--- src/rtl/sc_regbank_pkg.sv ---
// Shared encodings for the point-type register shift bank.
package sc_regbank_pkg;

  localparam int unsigned MODEWIDTH = 2;

  localparam logic [MODEWIDTH-1:0] MODE_HOLD = 2'b00;
  localparam logic [MODEWIDTH-1:0] MODE_ROTL = 2'b01;
  localparam logic [MODEWIDTH-1:0] MODE_ROTR = 2'b10;
  localparam logic [MODEWIDTH-1:0] MODE_SHL  = 2'b11;

  typedef enum logic {
    ST_IDLE  = 1'b0,
    ST_BURST = 1'b1
  } bankState_t;

endpackage

--- src/rtl/sc_tick_prescaler.sv ---
// Auto-step timer: counts 0..period-1 and flags the last count; period 0 disables it.
module sc_tick_prescaler #(
  parameter int unsigned TICKWIDTH = 16
) (
  input  logic                 SC_TickPRESCALER_CLOCK_50,
  input  logic                 SC_TickPRESCALER_RESET_InHigh,
  input  logic                 SC_TickPRESCALER_enable_In,
  input  logic [TICKWIDTH-1:0] SC_TickPRESCALER_period_InBUS,
  output logic                 SC_TickPRESCALER_tick_Out_c
);

  logic [TICKWIDTH-1:0] cntQ;
  logic [TICKWIDTH-1:0] cntNext;
  logic [TICKWIDTH-1:0] lastCnt;
  logic                 periodOn;

  assign periodOn = (SC_TickPRESCALER_period_InBUS != '0);
  assign lastCnt  = SC_TickPRESCALER_period_InBUS - TICKWIDTH'(1);

  // A shrunk period leaves cnt above the new last count; >= forces a wrap without a tick.
  always_comb begin
    cntNext                     = cntQ;
    SC_TickPRESCALER_tick_Out_c = 1'b0;
    if (SC_TickPRESCALER_enable_In) begin
      if (!periodOn) begin
        cntNext = '0;
      end else if (cntQ >= lastCnt) begin
        cntNext                     = '0;
        SC_TickPRESCALER_tick_Out_c = (cntQ == lastCnt);
      end else begin
        cntNext = cntQ + TICKWIDTH'(1);
      end
    end
  end

  always_ff @(posedge SC_TickPRESCALER_CLOCK_50) begin
    if (SC_TickPRESCALER_RESET_InHigh) cntQ <= '0;
    else                               cntQ <= cntNext;
  end

endmodule

--- src/rtl/sc_reg_shiftbank.sv ---
// Bank of ROWS point-type registers with clear, addressed load, burst load and
// rotate/shift stepping (manual or timer-driven).
module sc_reg_shiftbank
  import sc_regbank_pkg::*;
#(
  parameter int unsigned          DATAWIDTH  = 8,
  parameter int unsigned          ROWS       = 4,
  parameter int unsigned          ADDRWIDTH  = 2,
  parameter int unsigned          TICKWIDTH  = 16,
  parameter logic [DATAWIDTH-1:0] INIT_VALUE = DATAWIDTH'(8'h00)
) (
  input  logic                      SC_RegSHIFTBANK_CLOCK_50,
  input  logic                      SC_RegSHIFTBANK_RESET_InHigh,
  input  logic                      SC_RegSHIFTBANK_clear_InLow,
  input  logic                      SC_RegSHIFTBANK_load_InLow,
  input  logic [ADDRWIDTH-1:0]      SC_RegSHIFTBANK_loadaddr_InBUS,
  input  logic [DATAWIDTH-1:0]      SC_RegSHIFTBANK_loaddata_InBUS,
  input  logic [MODEWIDTH-1:0]      SC_RegSHIFTBANK_mode_In,
  input  logic                      SC_RegSHIFTBANK_fill_In,
  input  logic                      SC_RegSHIFTBANK_step_In,
  input  logic [TICKWIDTH-1:0]      SC_RegSHIFTBANK_period_InBUS,
  input  logic                      SC_RegSHIFTBANK_bstart_In,
  input  logic                      SC_RegSHIFTBANK_bvalid_In,
  input  logic [DATAWIDTH-1:0]      SC_RegSHIFTBANK_bdata_InBUS,
  output logic                      SC_RegSHIFTBANK_bready_Out,
  output logic                      SC_RegSHIFTBANK_busy_Out,
  output logic                      SC_RegSHIFTBANK_stepped_Out,
  output logic [ROWS*DATAWIDTH-1:0] SC_RegSHIFTBANK_data_OutBUS
);

  localparam logic [ADDRWIDTH-1:0] LASTROW = ADDRWIDTH'(ROWS - 1);

  bankState_t           stateQ, stateNext;
  logic [ADDRWIDTH-1:0] ptrQ, ptrNext;
  logic                 busyQ;
  logic                 steppedQ;
  logic                 burstWr;
  logic                 clearAct;
  logic                 loadReq;
  logic                 autoTick;
  logic                 stepEvt;

  assign clearAct = ~SC_RegSHIFTBANK_clear_InLow;
  assign loadReq  = ~SC_RegSHIFTBANK_load_InLow && (stateQ == ST_IDLE);

  // A step only counts when it actually alters rows and nothing higher-priority wins.
  assign stepEvt = (SC_RegSHIFTBANK_step_In || autoTick) && (stateQ == ST_IDLE) &&
                   !clearAct && !loadReq && (SC_RegSHIFTBANK_mode_In != MODE_HOLD);

  sc_tick_prescaler #(.TICKWIDTH(TICKWIDTH)) u_tick (
    .SC_TickPRESCALER_CLOCK_50     (SC_RegSHIFTBANK_CLOCK_50),
    .SC_TickPRESCALER_RESET_InHigh (SC_RegSHIFTBANK_RESET_InHigh),
    .SC_TickPRESCALER_enable_In    (stateQ == ST_IDLE),
    .SC_TickPRESCALER_period_InBUS (SC_RegSHIFTBANK_period_InBUS),
    .SC_TickPRESCALER_tick_Out_c   (autoTick)
  );

  // Burst FSM next-state; clear aborts any burst in progress.
  always_comb begin
    stateNext = stateQ;
    ptrNext   = ptrQ;
    burstWr   = 1'b0;
    if (clearAct) begin
      stateNext = ST_IDLE;
      ptrNext   = '0;
    end else begin
      case (stateQ)
        ST_IDLE: begin
          if (SC_RegSHIFTBANK_bstart_In) begin
            stateNext = ST_BURST;
            ptrNext   = '0;
          end
        end
        ST_BURST: begin
          if (SC_RegSHIFTBANK_bvalid_In) begin
            burstWr = 1'b1;
            if (ptrQ == LASTROW) begin
              stateNext = ST_IDLE;
              ptrNext   = '0;
            end else begin
              ptrNext = ptrQ + ADDRWIDTH'(1);
            end
          end
        end
      endcase
    end
  end

  always_ff @(posedge SC_RegSHIFTBANK_CLOCK_50) begin
    if (SC_RegSHIFTBANK_RESET_InHigh) begin
      stateQ   <= ST_IDLE;
      ptrQ     <= '0;
      busyQ    <= 1'b0;
      steppedQ <= 1'b0;
    end else begin
      stateQ   <= stateNext;
      ptrQ     <= ptrNext;
      busyQ    <= (stateNext == ST_BURST);
      steppedQ <= stepEvt;
    end
  end

  assign SC_RegSHIFTBANK_bready_Out  = busyQ;
  assign SC_RegSHIFTBANK_busy_Out    = busyQ;
  assign SC_RegSHIFTBANK_stepped_Out = steppedQ;

  for (genvar r = 0; r < ROWS; r++) begin : g_row
    logic [DATAWIDTH-1:0] rowQ;
    logic [DATAWIDTH-1:0] rowNext;
    logic [DATAWIDTH-1:0] shifted;

    always_comb begin
      shifted = rowQ;
      case (SC_RegSHIFTBANK_mode_In)
        MODE_ROTL: shifted = {rowQ[DATAWIDTH-2:0], rowQ[DATAWIDTH-1]};
        MODE_ROTR: shifted = {rowQ[0], rowQ[DATAWIDTH-1:1]};
        MODE_SHL:  shifted = {rowQ[DATAWIDTH-2:0], SC_RegSHIFTBANK_fill_In};
        default:   shifted = rowQ;
      endcase

      rowNext = rowQ;
      if (clearAct)
        rowNext = INIT_VALUE;
      else if (burstWr && (ptrQ == ADDRWIDTH'(r)))
        rowNext = SC_RegSHIFTBANK_bdata_InBUS;
      else if (loadReq && (SC_RegSHIFTBANK_loadaddr_InBUS == ADDRWIDTH'(r)))
        rowNext = SC_RegSHIFTBANK_loaddata_InBUS;
      else if (stepEvt)
        rowNext = shifted;
    end

    always_ff @(posedge SC_RegSHIFTBANK_CLOCK_50) begin
      if (SC_RegSHIFTBANK_RESET_InHigh) rowQ <= '0;
      else                              rowQ <= rowNext;
    end

    assign SC_RegSHIFTBANK_data_OutBUS[r*DATAWIDTH +: DATAWIDTH] = rowQ;
  end

endmodule

--- config.mk ---
export PLATFORM = sky130hd
export DESIGN_NAME = sc_reg_shiftbank
export DESIGN_NICKNAME = d
export VERILOG_FILES = /design/src/rtl/sc_regbank_pkg.sv /design/src/rtl/sc_tick_prescaler.sv /design/src/rtl/sc_reg_shiftbank.sv
export SDC_FILE = /design/constraint.sdc
export NUM_CORES = 1
export LEC_CHECK = 0
export CORE_ASPECT_RATIO = 2
export CORE_MARGIN = 10
export CORE_UTILIZATION = 30
export CTS_CLUSTER_SIZE = 14
export DETAILED_ROUTE_END_ITERATION = 16
export GPL_TIMING_DRIVEN = 0
export PLACE_DENSITY = 0.49
export SLEW_MARGIN = 15
export SYNTH_ARGS = -nofsm -noshare
export SYNTH_HDL_FRONTEND = slang
export SYNTH_SLANG_ARGS = --single-unit
--- constraint.sdc ---
create_clock -name SC_RegSHIFTBANK_CLOCK_50 -period 13.05 [get_ports SC_RegSHIFTBANK_CLOCK_50]
set_input_delay 2.61 -clock SC_RegSHIFTBANK_CLOCK_50 [delete_from_list [all_inputs] [get_ports SC_RegSHIFTBANK_CLOCK_50]]
set_output_delay 2.61 -clock SC_RegSHIFTBANK_CLOCK_50 [all_outputs]
set_load 0.01 [all_outputs]
# After elaboration in Yosys (flattened, before gate mapping)
# Index checks and enable logic that the tools add are counted.
[word_totals]
regBits = 52
latchBits = 0
mem_bits_rw = 0
mem_bits_ro = 0
output_inout_bits = 35
memories = 0
[classes]
addsub = 3
n_mul = 0
div = 0
order_cmp = 1
n_eq_ne = 12
n_shift = 0
n_mux = 32
n_bitwise = 3
reduce_logical = 33
[ops]
columns = ["cell", "n"]
rows = [
  ["two-way mux 8 bit", 12],
  ["one-hot mux 8 bit (3 select lines)", 4],
  ["two-way mux 16 bit", 2],
  ["nonzero test 5 bit", 4],
  ["adder 16 x 1 -> 16 bit, second input constant", 1],
  ["== test 16 bit", 1],
  ["greater-or-equal comparator 16 bit", 1],
  ["nonzero test 16 bit", 1],
  ["subtractor 16 x 1 -> 16 bit, second input constant", 1],
  ["logical AND 1 bit", 13],
  ["== test 2 bit, second input constant", 6],
  ["nonzero test 3 bit", 4],
  ["AND reduction 2 bit", 5],
  ["two-way mux 1 bit", 9],
  ["== test 2 x 1 -> 1 bit, second input constant", 3],
  ["two-way mux 2 bit", 3],
  ["logical NOT 2 bit", 2],
  ["inequality test 2 bit, second input constant", 2],
  ["one-hot mux 2 bit (2 select lines)", 1],
  ["NOT 1 bit", 3],
  ["adder 2 x 1 -> 2 bit, second input constant", 1],
  ["one-hot mux 1 bit (2 select lines)", 1],
  ["nonzero test 2 bit", 1],
  ["OR reduction 2 bit", 1],
  ["2 further kinds", 2],
]

# Logic depth before layout (Yosys ltp)
[depth]
ltp_word = 13
mapped_depth = 14

# Modules after synthesis
# From an unflattened synthesis, not the netlist that was laid out.
[hier_totals]
hier_cells = 490
area_unflattened_um2 = 4027.6
[by_module_without_submodules]
columns = ["mod", "instances", "cells_each", "area_each_um2", "seq_area_each_um2"]
rows = [
  ["sc_reg_shiftbank", 1, 314, 2600.0, 720.7],
  ["sc_tick_prescaler", 1, 176, 1427.6, 320.3],
]

# Worst setup path before layout
# Ideal clock, no wire load.
[synth_timing]
path_kind = "input -> register"
from = "in SC_RegSHIFTBANK_period_InBUS[0]"
to = "reg g_row[0].rowQ[1]"
setup_time_ns = 0.086
arrival_ns = 5.950
required_ns = 12.964
slack_ns = 7.015
stages = 14
n_path_buf = 2
path_cell_list = "inv_1 > ha_1 > or4b_1 > or2_2 > or4_1 > xor2_1 > ha_1 > nand4_1 > nor4_1 > and4b_1 > buf_6 > buf_6 > nor3_2 > a211oi_1"
[synth_via]
elab_chain_len = 12
word_cells_on_any_way = 14
cone_classes = "add/sub: 1; order compare: 1; eq/ne: 1; mux: 3; reduce/logical: 8"
[synth_lines]
columns = ["element", "line", "source"]
rows = [
  ["start, declared", "sc_reg_shiftbank.sv:21", "input logic [TICKWIDTH-1:0] SC_RegSHIFTBANK_period_InBUS,"],
  ["subtractor 16 x 1 -> 16 bit", "sc_tick_prescaler.sv:18", "assign lastCnt = SC_TickPRESCALER_period_InBUS - TICKWIDTH'(1);"],
  ["greater-or-equal comparator 16 bit / == test 16 bit (equally long branches)", "sc_tick_prescaler.sv:27, sc_tick_prescaler.sv:29", ""],
  ["two-way mux 1 bit", "sc_tick_prescaler.sv:27", "end else if (cntQ >= lastCnt) begin"],
  ["two-way mux 1 bit (*)", "sc_tick_prescaler.sv:25", "if (!periodOn) begin"],
  ["two-way mux 1 bit (*)", "sc_tick_prescaler.sv:24", "if (SC_TickPRESCALER_enable_In) begin"],
  ["logical OR 1 bit (*)", "sc_reg_shiftbank.sv:47", "assign stepEvt = (SC_RegSHIFTBANK_step_In || autoTick) && (stateQ == ST_IDLE) &&"],
  ["logical AND 1 bit (*) (2 in a row)", "sc_reg_shiftbank.sv:47", ""],
  ["logical AND 1 bit (*) (2 in a row)", "sc_reg_shiftbank.sv:48", "!clearAct && !loadReq && (SC_RegSHIFTBANK_mode_In != MODE_HOLD);"],
  ["nonzero test 3 bit (no line) (*)", "-", ""],
  ["AND reduction 2 bit (no line) (*)", "-", ""],
  ["end signal, assigned", "sc_reg_shiftbank.sv:134", "else rowQ <= rowNext;"],
  ["end, declared", "sc_reg_shiftbank.sv:108", "logic [DATAWIDTH-1:0] rowQ;"],
]
# Mark *: on every way between the ends. The rest lies on a longest branch, timed or not.
# A chain may end at the register's enable or synchronous reset.

# Final worst setup path
[layout_timing]
from = "in SC_RegSHIFTBANK_period_InBUS[0]"
to = "reg u_tick.cntQ[7]"
[layout_via]
elab_chain_len = 4
word_cells_on_any_way = 5
cone_classes = "add/sub: 1; order compare: 1; mux: 2; reduce/logical: 1"
[layout_lines]
columns = ["element", "line", "source"]
rows = [
  ["subtractor 16 x 1 -> 16 bit", "sc_tick_prescaler.sv:18", ""],
  ["greater-or-equal comparator 16 bit", "sc_tick_prescaler.sv:27", ""],
  ["two-way mux 16 bit", "sc_tick_prescaler.sv:27", ""],
  ["two-way mux 16 bit (*)", "sc_tick_prescaler.sv:25", ""],
  ["end signal, assigned", "sc_tick_prescaler.sv:38", "else cntQ <= cntNext;"],
  ["end, declared", "sc_tick_prescaler.sv:12", "logic [TICKWIDTH-1:0] cntQ;"],
]
# Marks and branches as above.

==> impl_results.md <==
* Status: complete, no violations
* Die Wd at 104 um
* IO Pins at 79
* Clock power share at 33.7%
* Hold Slack at 530 ps
* Number of global-route vias before repair at 4483
* Die area at 0.0195 mm2
* ANT nets after route at 0
* Post-synth EDFFs at 0
* Net Sw Power at 125 uW
* Area grow syn2layout at 26.9%
* DR iter-0 viols at 145
* Setup crit start kind: primary input
* Setup bufs post-CTS at 0
* Final instance area at 0.00534 mm2
* Sink Count at 52
* Clk_skew at 5.70 ps
* H-tree lvl count at 2
* Adder and majority gate portion of the synthesized area at 6.54%
* Internal at 287 uW
* Post-synth top area share at 24.7%
* Vias/cell at 5.57
* Total Routing Usage GR at 15.9%
* Fin nets at 664
* Max Cap Violations at 0
* Final hold violation count at 0
* Die Y at 187 um
* Total negative slack at 0 ps
* Library cells used by synthesis at 59
* PD cells at 77.2 mW/mm2
* Clock slew at reported path FFs at 70 ps
* CP arrival at 7370 ps
* CP max FO at 10
* Placed Area at 0.00519 mm2
* Compound-Gate Fraction of Synth Area at 23.1%
* Fin crit share at 55.1%
* Initial core utilization at 30.5%
* Worst r2r src: u_tick.cntQ[13]$_SDFFE_PP0N_
* Hold/Removal Path Class: flop to flop
* Hold buffer count at cts at 0
* Worst EP required at 13220 ps
* # diodes at 0
* CP Capture Type: flop
* Largest net degree at the start of global routing at 15
* DRT Pass-1 Iters at 4
* Hold Path Cell Cnt at 2
* Dominant cells by area after synthesis: dfxtp_1 (25%), a211oi_1 (11%), mux2i_1 (7.6%)
* First-pass GRT wire length at 24700 um
* CTS tree: done
* Core area at 0.0138 mm2
* Clk_lat worst skew at 300 ps
* Overall Power at 413 uW
* Core Rows at 61
* Combinational family with the most area after synthesis: simple AND/OR/NAND/NOR gates
* Leakage at 2.00 nW
* Sequential area share after synthesis at 24.7%
* Max Slew Vio Count at 0
* Synth Area in Simple Gates at 27.8%
* Sequential fraction of design power at 42.1%
* Async SR Flop Fraction at 0%
* Buffers on Ports at 75
* Reg2reg path depth at 7
* Dominant synthesized flop cell: dfxtp_1
* Multiplexer area fraction after synthesis at 7.61%
* Placed Cells at 780
* Yosys reg bits at 52
* RSZ-0062 raised after global routing: no
* Count of final setup violators at 0
* Min-delay src: g_row[0].rowQ[0]$_SDFFE_PP0P_
* Total gr overflow at 0
* Detailed Place HPWL at 13000 um
* Combinational share of power at 24.2%
* Internal reg-to-reg setup slack at 10110 ps
* Fin crit period at 7190 ps
* Syn_nets at 582
* Max VDD drop at 0.0444 mV
* Synth Warn # at 0
* Layout Cells excl Fill at 788
* Initial antenna violation count at 0
* Clk root buf: clkbuf_16
* Synth area leader: dfxtp_1
* Cts repair resizes at 0
* Mapped cell area at 0.00421 mm2
* Worst-Margin Slew at 1070 ps
* Share of cells above drive strength 1 at 10.0%
* Syn Area/Cell at 8.15 um2
* Post-Route WL at 16100 um
* Hold Crit Endpoint: g_row[0].rowQ[0]$_SDFFE_PP0P_
* DRC viols at 0
* CTS buffer count at 5
* Syn Inst Count at 516
* Max Freq at 0.139 GHz
* GP Congestion at 0.891
* Sw Share at 30.3%
* Routed vias at 4386
* Clk buf depth at 2
* Post-Synth XOR/XNOR Area at 3.54%
* Drt wl/cell at 20.4 um
* FF-to-FF End: u_tick.cntQ[7]$_SDFFE_PP0N_
* WS Path Type: primary input to flop
* Slew HR at 28.3%
## state kept, by name, indices dropped and copies added, names as in the netlist
| register | count |
|---|---|
| g_row.rowQ | 32 |
| ptrQ | 2 |
| SC_RegSHIFTBANK_stepped_Out | 1 |
| u_tick.cntQ | 16 |
| SC_RegSHIFTBANK_bready_Out | 1 |
## power groups by stage
stage | combinational [mW] | clock (mW) | sequential [mW]
2_1_floorplan | 0.0548 | 0 | 0.176
3_3_place_gp | 0.0980 | 0 | 0.177
3_5_place_dp | 0.0999 | 0 | 0.177
4_1_cts | 0.100 | 0.143 | 0.173
5_1_grt | 0.109 | 0.148 | 0.174
6_report | 0.100 | 0.139 | 0.174
## layout by cell type (no fill, tap or decap), types with 5 or more instances in the layout
master           instances
clkdlybuf4s50_1         75
a211oi_1                61
dfxtp_1                 52
nor2_1                  49
a21oi_1                 38
nand2_1                 32
mux2i_1                 32
nor3_1                  25
ha_1                    22
clkbuf_1                17
nor3_2                  17
o21ai_0                 15
nand3_1                 14
inv_1                   11
nor4_1                  10
buf_2                   10
a31oi_1                 10
xnor2_1                  9
or3_1                    8
xor2_1                   8
and2_1                   5
nand2b_1                 5
clkbuf_16                5
## critical path: stages
cell	delay (ps)
clkdlybuf4s50_1	510
inv_1	140
ha_1	240
or4b_1	520
or2_2	350
or4_1	430
xor2_1	160
ha_1	280
nand4_1	150
nor4_1	870
a32oi_2	460
clkbuf_1	370
o211ai_1	180
o21ai_0	100
## layout make-up
cell class                      instances  area [um2]
Multi-Input combinational cell        415        2890
Fill cell                            1442        8470
Buffer                                 38         239
Clock buffer                            8         146
Sequential cell                        52        1040
Inverter                               11        41.3
Timing Repair Buffer                   75         751
Tap cell                              189         236
## cell families (layout without fill, tap and decap cells)
family / count (synthesis) / count (layout)
DFF: 52 / 52
buffers and inverters: 49 / 132
and+or+nand+nor: 201 / 201
xor gates and xnor gates: 17 / 17
muxes: 32 / 32
adders and majority gates: 22 / 22
AOI/OAI and AO/OA: 143 / 143
## per-layer routing
metal,vias to the layer above,GRT usage [%],wire (um)
li1,2110,-,-
met1,2076,14.8,5680
met2,161,31.1,8780
met3,39,2.21,698
met4,0,10.1,924
met5,-,0,0
## Yosys cell counts, types with 8 or more instances
master / count
nor3_2: 17
clkbuf_1: 15
nor2_1: 49
buf_2: 10
xor2_1: 8
nor3_1: 25
nor4_1: 10
or3_1: 8
dfxtp_1: 52
o21ai_0: 15
mux2i_1: 32
nand3_1: 14
a31oi_1: 10
a21oi_1: 38
xnor2_1: 9
inv_1: 11
ha_1: 22
nand2_1: 32
a211oi_1: 61
## per-stage QoR
step	worst slack [ps]	utilization [%]
floorplan	7010	-
global placement	5590	37.6
detailed placement	5520	37.6
CTS	5840	38.7
global route	5550	38.7
finish	5860	38.7
## worst max path at each step
stage | from | end | slack (ps)
2_1_floorplan | SC_RegSHIFTBANK_period_InBUS[0] | g_row[0].rowQ[1]$_SDFFE_PP0P_ | 7010
3_3_place_gp | SC_RegSHIFTBANK_period_InBUS[0] | u_tick.cntQ[13]$_SDFFE_PP0N_ | 5590
3_5_place_dp | SC_RegSHIFTBANK_period_InBUS[0] | u_tick.cntQ[9]$_SDFFE_PP0N_ | 5520
4_1_cts | SC_RegSHIFTBANK_period_InBUS[0] | u_tick.cntQ[14]$_SDFFE_PP0N_ | 5840
5_1_grt | SC_RegSHIFTBANK_period_InBUS[0] | u_tick.cntQ[13]$_SDFFE_PP0N_ | 5550
6_report | SC_RegSHIFTBANK_period_InBUS[0] | u_tick.cntQ[7]$_SDFFE_PP0N_ | 5860
No activity file was read; power rests on OpenSTA's default activity.
